[src/rtl/agc_mem_sequencer.sv]
// Memory sequencer between the AGC control unit and erasable/fixed memory:
// turns single-beat read/write/increment requests into timed memory cycles with editing and protection.
module agc_mem_sequencer #(
    parameter int AW      = 12,
    parameter int DW      = 15,
    parameter int MEM_TOP = 2046
) (
    input  logic          clk,
    input  logic          reset,
    input  logic          req_valid,
    output logic          req_ready,
    input  logic [1:0]    req_op,
    input  logic [AW-1:0] req_addr,
    input  logic [DW-1:0] req_wdata,
    output logic          rsp_valid,
    output logic [DW-1:0] rsp_data,
    output logic          rsp_err,
    output logic [AW-1:0] mem_addr,
    output logic [DW-1:0] mem_wdata,
    output logic          mem_we,
    input  logic [DW-1:0] mem_rdata
);

    typedef enum logic [2:0] {IDLE, RD, CAP, WR, RSP} state_e;
    typedef enum logic [1:0] {OP_READ, OP_WRITE, OP_INC, OP_RSVD} op_e;

    localparam logic [AW-1:0] ZERO_ADDR = AW'(7);
    localparam logic [AW-1:0] CYR_ADDR  = AW'(16);
    localparam logic [AW-1:0] SR_ADDR   = AW'(17);
    localparam logic [AW-1:0] CYL_ADDR  = AW'(18);
    localparam logic [AW-1:0] EDOP_ADDR = AW'(19);
    localparam logic [AW-1:0] TOP_ADDR  = AW'(MEM_TOP);

    state_e        state;
    state_e        next_state;
    logic [AW-1:0] addr_q;
    logic [DW-1:0] wdata_q;
    logic [DW-1:0] rsp_data_q;
    logic          is_inc_q;
    logic          oor_q;
    logic          zero_q;
    logic          err_q;
    logic          suppress_q;

    logic          accept;
    logic          req_oor;
    logic          req_fixed;
    logic          req_zero;
    logic          req_stores;
    logic [DW-1:0] req_edited;
    logic [DW-1:0] cap_value;
    logic [DW-1:0] inc_value;

    // Editing registers rewrite the stored value; every other address stores it verbatim.
    function automatic logic [DW-1:0] edit(input logic [AW-1:0] a, input logic [DW-1:0] d);
        case (a)
            CYR_ADDR:  edit = {d[0], d[DW-1:1]};
            SR_ADDR:   edit = {d[DW-1], d[DW-1:1]};
            CYL_ADDR:  edit = {d[DW-2:0], d[DW-1]};
            EDOP_ADDR: edit = DW'(d[DW-1:7]);
            default:   edit = d;
        endcase
    endfunction

    // One's-complement +1: the carry out of the top bit wraps back into bit 0.
    function automatic logic [DW-1:0] ones_inc(input logic [DW-1:0] d);
        logic [DW:0] s;
        s = {1'b0, d} + (DW+1)'(1);
        ones_inc = s[DW-1:0] + DW'(s[DW]);
    endfunction

    assign accept     = req_valid && req_ready;
    assign req_oor    = req_addr > TOP_ADDR;
    assign req_fixed  = req_addr[AW-1 -: 2] != 2'b00;
    assign req_zero   = req_addr == ZERO_ADDR;
    assign req_stores = (req_op == OP_WRITE) || (req_op == OP_INC);
    assign req_edited = edit(req_addr, req_wdata);

    assign cap_value  = (zero_q || oor_q) ? '0 : mem_rdata;
    assign inc_value  = edit(addr_q, ones_inc(cap_value));

    // Outputs come from registered state only; reset gates them so an abandoned cycle never leaks.
    assign req_ready  = (state == IDLE) && !reset;
    assign rsp_valid  = (state == RSP) && !reset;
    assign rsp_err    = rsp_valid && err_q;
    assign rsp_data   = rsp_data_q;
    assign mem_addr   = addr_q;
    assign mem_wdata  = wdata_q;
    assign mem_we     = (state == WR) && !suppress_q && !reset;

    always_comb begin
        // NOTE: default first so every path assigns next_state and no latch is inferred.
        next_state = state;
        case (state)
            IDLE:    if (accept) next_state = (req_op == OP_WRITE) ? WR : RD;
            RD:      next_state = CAP;
            CAP:     next_state = is_inc_q ? WR : RSP;
            WR:      next_state = RSP;
            RSP:     next_state = IDLE;
            default: next_state = IDLE;
        endcase
    end

    // NOTE: sequential state uses non-blocking assignments so all registers update from pre-edge values.
    always_ff @(posedge clk) begin
        if (reset) begin
            state      <= IDLE;
            addr_q     <= '0;
            wdata_q    <= '0;
            rsp_data_q <= '0;
            is_inc_q   <= 1'b0;
            oor_q      <= 1'b0;
            zero_q     <= 1'b0;
            err_q      <= 1'b0;
            suppress_q <= 1'b0;
        end else begin
            state <= next_state;
            if (accept) begin
                addr_q     <= req_addr;
                is_inc_q   <= req_op == OP_INC;
                oor_q      <= req_oor;
                zero_q     <= req_zero;
                err_q      <= req_oor || (req_fixed && req_stores);
                suppress_q <= req_oor || req_fixed || req_zero;
                wdata_q    <= req_edited;
                rsp_data_q <= (req_op == OP_WRITE && !req_oor) ? req_edited : '0;
            end
            if (state == CAP) begin
                if (is_inc_q) wdata_q <= inc_value;
                rsp_data_q <= oor_q ? '0 : (is_inc_q ? inc_value : cap_value);
            end
        end
    end

endmodule

[config.mk]
export PLATFORM = sky130hd
export DESIGN_NAME = agc_mem_sequencer
export DESIGN_NICKNAME = d
export VERILOG_FILES = /design/src/rtl/agc_mem_sequencer.sv
export SDC_FILE = /design/constraint.sdc
export NUM_CORES = 1
export LEC_CHECK = 0
export CORE_ASPECT_RATIO = 0.8
export CORE_MARGIN = 5
export CORE_UTILIZATION = 30
export CTS_CLUSTER_DIAMETER = 50
export DETAILED_ROUTE_END_ITERATION = 16
export HOLD_SLACK_MARGIN = 0.06
export SLEW_MARGIN = 20
export SYNTH_ARGS = -nofsm -noshare
export SYNTH_HDL_FRONTEND = slang
export SYNTH_SLANG_ARGS = --single-unit
[constraint.sdc]
create_clock -name clk -period 8 [get_ports clk]
set_input_delay 1.6 -clock clk [delete_from_list [all_inputs] [get_ports clk]]
set_output_delay 1.6 -clock clk [all_outputs]
set_load 0.02 [all_outputs]
==> results.md <==
- Status: finished clean
- CTS root buf: clkbuf_16
- Largest net degree at the start of global routing: 34
- Max cap viols: 0
- Vias per cell: 5.86
- Peak VDD IR: 0.0000891 V
- Register bit total from synthesis: 50
- Initial drt markers: 543
- Post-layout util: 38.5%
- Crit path launch type: input pin
- Placed Instances: between 800 and 900
- PortBufs: between 90 and 100
- Slew Viols, Final: 0
- Number of hold buffers added after CTS: 0
- Setup TNS: 0 ns
- Largest area contributor in the netlist: dfxtp_1
- DP Area: 5300 um^2
- Final nets: ~710
- Longest Clk Path Bufs: 2
- FMAX: ~0.19 GHz
- Synthesized instance count: 602
- Setup CP Type: input pin to register
- Layout cells sized above 1: about 6.0%
- Gr usage total: between 10% and 20%
- DR WL/cell: around 19 um
- H-Tree Depth: 2
- Grt total ovfl: 0
- GP Congestion: 0.918
- Cell Area, Synth: 4300 um^2
- Ranking of synthesized cells by area: dfxtp_1 (23%), nand2_1 (6.5%), a21oi_1 (5.9%)
- Detailed Route WL: between 15000 and 20000 um
- Post_cts resized: 0
- Remaining DRCs: 0
- Die X: between 100 and 150 um
- Clock-pin slew on the worst setup and hold paths: approximately 0.080 ns
- Initial Util: a little under a third
- Final ANT Viol Nets: 0
- Ys Warns: 0
- Actual transition at the worst max-transition pin: 1.13 ns
- Syn-to-layout area delta: 26.8%
- # Post-CTS Setup Buffers: 0
- Number of global-route vias before repair: ~4400
- Relative slew slack: around 24%
- Lkg Pwr: 0.00191 uW
- CTS Buf Count: 5
- Die height: roughly 120 um
- First-pass GRT wire length: between 20000 and 25000 um
- Via count: a little under 5000
- Top FF cell, synth: dfxtp_1
- Die ar.: between 15000 and 20000 um^2
- Worst-path maximum fanout: 13
- Post-synth top area share: 23.3%
- 1st-pass router iterations: 5
- Initial antenna violation count: 0
- Synth cell types: 80
- Fin cells: approximately 850
- Crit path DAT: 5.46 ns
- Unrepaired setup endpoints after global routing: no
- Core Region: ~14000 um^2
- CP Capture Type: register
- Final hold vios: 0
- Post-synth EDFFs: 0
- Half-perimeter wire length after detailed placement: between 10000 and 15000 um
- Worst path required time: between 8 and 9 ns
- Mean post-synth cell area: 7.14 um^2
- Post-synth ARST share: 0%
- Clock sinks: 50
- PwrDens: between 100 and 150 nW/um^2
- Hold Path Class: register to register
- Seq/Total Area, Yosys: approximately a quarter
- Post-Route Skew: slightly below 0.009 ns
- Most frequent cells after synthesis: nand2_1 (74), nor2_1 (59), a21oi_1 (51)
- Clk Latency, worst-skew pair: about 0.3 ns
- FP Rows: 39
- Most common cell in the netlist: nand2_1
- CTS tree: yes
- # diodes: 0
- Tcrit/Tclk final: roughly two thirds
- Min Tclk post-route: 5.26 ns
- Syn_nets: roughly 650
- Final setup vio count: 0
- Top Ports: between 90 and 100
- Post-route cell area: 5450 um^2
cells by family after synthesis:
group	after synthesis	share of synthesized area (%)
compound gates	198	31.1
simple gates	253	30.4
buf+inv	62	6.00
xor+xnor	15	3.23
mux	19	4.48
flops	50	23.3
fa+ha+maj	5	1.46
critical path: stages:
cell,delay [ns]
clkdlybuf4s50_1,0.78
nand4_2,0.38
nor2_1,0.19
nand3_1,0.13
nor3_1,0.24
ha_1,0.24
ha_1,0.31
nand4_1,0.23
nor2_1,0.34
nor4b_4,0.30
xor2_2,0.27
a221oi_1,0.16
o41ai_2,0.28
registers in the layout (all words and copies together) (netlist names):
register	flops
mem_addr	12
suppress_q	1
is_inc_q	1
oor_q	1
err_q	1
zero_q	1
state	3
mem_wdata	15
rsp_data	15
through the flow:
stage	total power, uW	setup WS, ns	hold slack, ns
global placement	571	2.66	0.457
floorplan	457	3.66	0.451
CTS	797	2.80	0.479
global route	833	2.48	0.497
finish	799	2.74	0.478
detailed placement	574	2.48	0.466
cell usage in the layout (no fill, tap or decap), drive strengths merged, types with 9 or more instances in the layout:
cell           instances
a211oi                20
a21oi                 52
and2                   9
clkdlybuf4s50         92
dfxtp                 50
inv                   17
mux2i                 17
nand2                 74
nand3                 29
nand4                 12
nor2                  59
nor3                  17
nor4                  12
o211ai                11
o21ai                 35
o31ai                 12
xnor2                  9
final timing paths:
| path | from | slack [ns] | endpoint | depth (start not counted) |
|---|---|---|---|---|
| setup / recovery | mem_rdata[4] | 2.74 | rsp_data[0]$_SDFFE_PP0P_ | 13 |
| hold / removal | mem_addr[7]$_SDFFE_PP0P_ | 0.48 | mem_addr[7]$_SDFFE_PP0P_ | 2 |
| setup reg to reg | oor_q$_SDFFE_PP0P_ | 4.11 | rsp_data[14]$_SDFFE_PP0P_ | 12 |
| hold reg to reg | mem_addr[7]$_SDFFE_PP0P_ | 0.48 | mem_addr[7]$_SDFFE_PP0P_ | 2 |
report_power, final:
part           switching [uW]  internal (uW)
Clock                     106            119
Combinational             170            113
Sequential               20.8            270
cell type report:
type	count	area [um^2]
Clock buffer	5	125
Clock inverter	3	26.3
Fill cell	1490	8700
Inverter	16	60.1
Multi-Input combinational cell	490	3040
Sequential cell	50	1000
Tap cell	184	230
Timing Repair Buffer	98	966
metal layers:
| layer | global-route usage, % | vias up | wire (um) |
|---|---|---|---|
| met5 | 0 | - | 0 |
| met4 | 1.44 | 0 | 21 |
| met1 | 27.7 | 2375 | 7640 |
| met2 | 29.2 | 204 | 7270 |
| met3 | 3.21 | 2 | 1360 |
| li1 | - | 2378 | - |
(Power assumes the default switching activity.)
==> RTL edit, RTL diff (same flow settings) <==
Re-encode `state_e` (5 states) as Gray code, 3 bits wide.
--- a/src/rtl/agc_mem_sequencer.sv
+++ b/src/rtl/agc_mem_sequencer.sv
@@ -21,7 +21,7 @@
     input  logic [DW-1:0] mem_rdata
 );
 
-    typedef enum logic [2:0] {IDLE, RD, CAP, WR, RSP} state_e;
+    typedef enum logic [2:0] {IDLE = 3'b000, RD = 3'b001, CAP = 3'b011, WR = 3'b010, RSP = 3'b110} state_e;
     typedef enum logic [1:0] {OP_READ, OP_WRITE, OP_INC, OP_RSVD} op_e;
 
     localparam logic [AW-1:0] ZERO_ADDR = AW'(7);
Formal check against the unedited RTL: same outputs for any inputs over 10 cycles, from zero or initial values and one cycle with reset high; not proved beyond that.
==> RTL edit against the original RTL <==
Critical path depth rose by 1; clock skew rose by 0.0045 ns; wire length rose by 6.7%; sequential cell count did not move; worst setup slack improved by 0.015 ns; non-clock buffer count rose by 2; via count rose by 0.97%; sequential power barely moved; power rose by 2.2%; count of clock-buffer cells in the layout did not move; cell area rose by 0.78%; register-to-register slack got worse by 0.27 ns; area after synthesis fell by 0.64%; largest cell class unchanged.
==> RTL edit: results <==
group,metric,value,unit
placement,gp_congestion,0.958,
logic_synthesis,synth_nets,649,
final_layout,final_nets,714,
routing,viasPerCell,5.91,
routing,first_pass_iters,6,
global_routing,use_met1,28.7,%
critical_path,cp_max_fo,11,
logic_synthesis,synth.top_cells.by_count,"88 x nand2_1, 58 x nor2_1, 50 x dfxtp_1",
final_layout,drive_gt1_share,5.13,%
global_routing,grtUsageTotal,20.0,%
global_routing,grt_use_met3,3.97,%
power,leakage,1.88,nW
logic_synthesis,synth_area_leaders,"dfxtp_1 23%, nand2_1 7.7%, nor2_1 5.1%",
global_routing,grt_max_degree,37,
run_status,outcome,"completed",
global_routing,grt_pass1_wl,26500,um
logic_synthesis,yosysUniqueCellTypes,75,
sta,worst_slew_pin_slew,1.08,ns
placement,place_area,5320,um^2
global_routing,grt_pass1_vias,4568,
routing,drt_iter0_markers,421,
placement,post-place-ws,2.55,ns
critical_path,cp_data_arrival_time,5.44,ns
logic_synthesis,seq_area_frac_synth,23.4,%
routing,drt_wl_total,17400,um
global_routing,grt_use_met2,31.4,%
RTL edit: changes by cell type after synthesis, sizes merged, moves of 5 or more:
cell    delta
a311oi     +5
a21oi      -9
nor2b      -5
nand2     +14
a31oi      -5
buf        -7
a22oi      -5
mux2i      -6
a211o      +6
inv        -5
a221oi     +5
RTL edit: cells by family after synthesis:
| logic type | Yosys count | synth area share, % |
|---|---|---|
| AO/OA/AOI/OAI | 185 | 30.5 |
| flip-flops | 50 | 23.4 |
| AND/OR/NAND/NOR | 272 | 32.9 |
| XOR/XNOR | 20 | 4.10 |
| adder cells (fa/ha/maj) | 5 | 1.47 |
| multiplexers | 12 | 2.84 |
| buffers and inverters | 53 | 4.78 |
RTL edit: path summary, 6_finish.rpt:
kind | startpoint | endpoint | slack (ns) | cells past startpoint
worst max-delay path | mem_rdata[5] | mem_wdata[7] | 2.76 | 14
worst min-delay path | mem_addr[9] | mem_addr[9] | 0.48 | 2
worst max register to register | oor_q | mem_wdata[5] | 3.84 | 12
worst min register to register | mem_addr[9] | mem_addr[9] | 0.48 | 2
RTL edit: layer usage:
metal	part of all wire, %	vias up	wire length [um]
li1	-	2388	-
met1	47	2384	8120
met2	44	209	7600
met3	7.6	26	1320
met4	2.0	0	352
met5	0	-	0
RTL edit: power groups by stage:
stage	logic [mW]	registers (mW)	clock network [mW]
global placement	0.265	0.295	0
floorplan	0.137	0.307	0
finish	0.271	0.290	0.256
global route	0.291	0.293	0.268
CTS	0.268	0.290	0.258
detailed placement	0.266	0.296	0
RTL edit: final cells by class:
type                    instances  area (um^2)
fillers                      1473         8610
multi-input cells             494         3060
flip-flops and latches         50         1000
repair buffers                100          981
well taps                     184          230
clock buffers                   5          125
clock inverters                 3         48.8
inverters                      11         41.3
RTL edit: stage by stage:
step	hold WS (ns)	std cells
2_1_floorplan	0.451	597
3_3_place_gp	0.457	839
3_5_place_dp	0.465	839
4_1_cts	0.476	847
5_1_grt	0.490	847
6_report	0.476	847
RTL edit: worst reg2reg max path, stage by stage, from the launching register on:
cell and delay [ns]:
dfxtp_1 0.45, nor2_1 0.14, buf_4 0.28, and2_1 0.24, ha_1 0.39, nand3_1 0.33
or4_1 0.62, o211ai_2 0.16, nand4_4 0.19, or3_1 0.48, a311oi_1 0.40, o311ai_1 0.13
and3_1 0.26
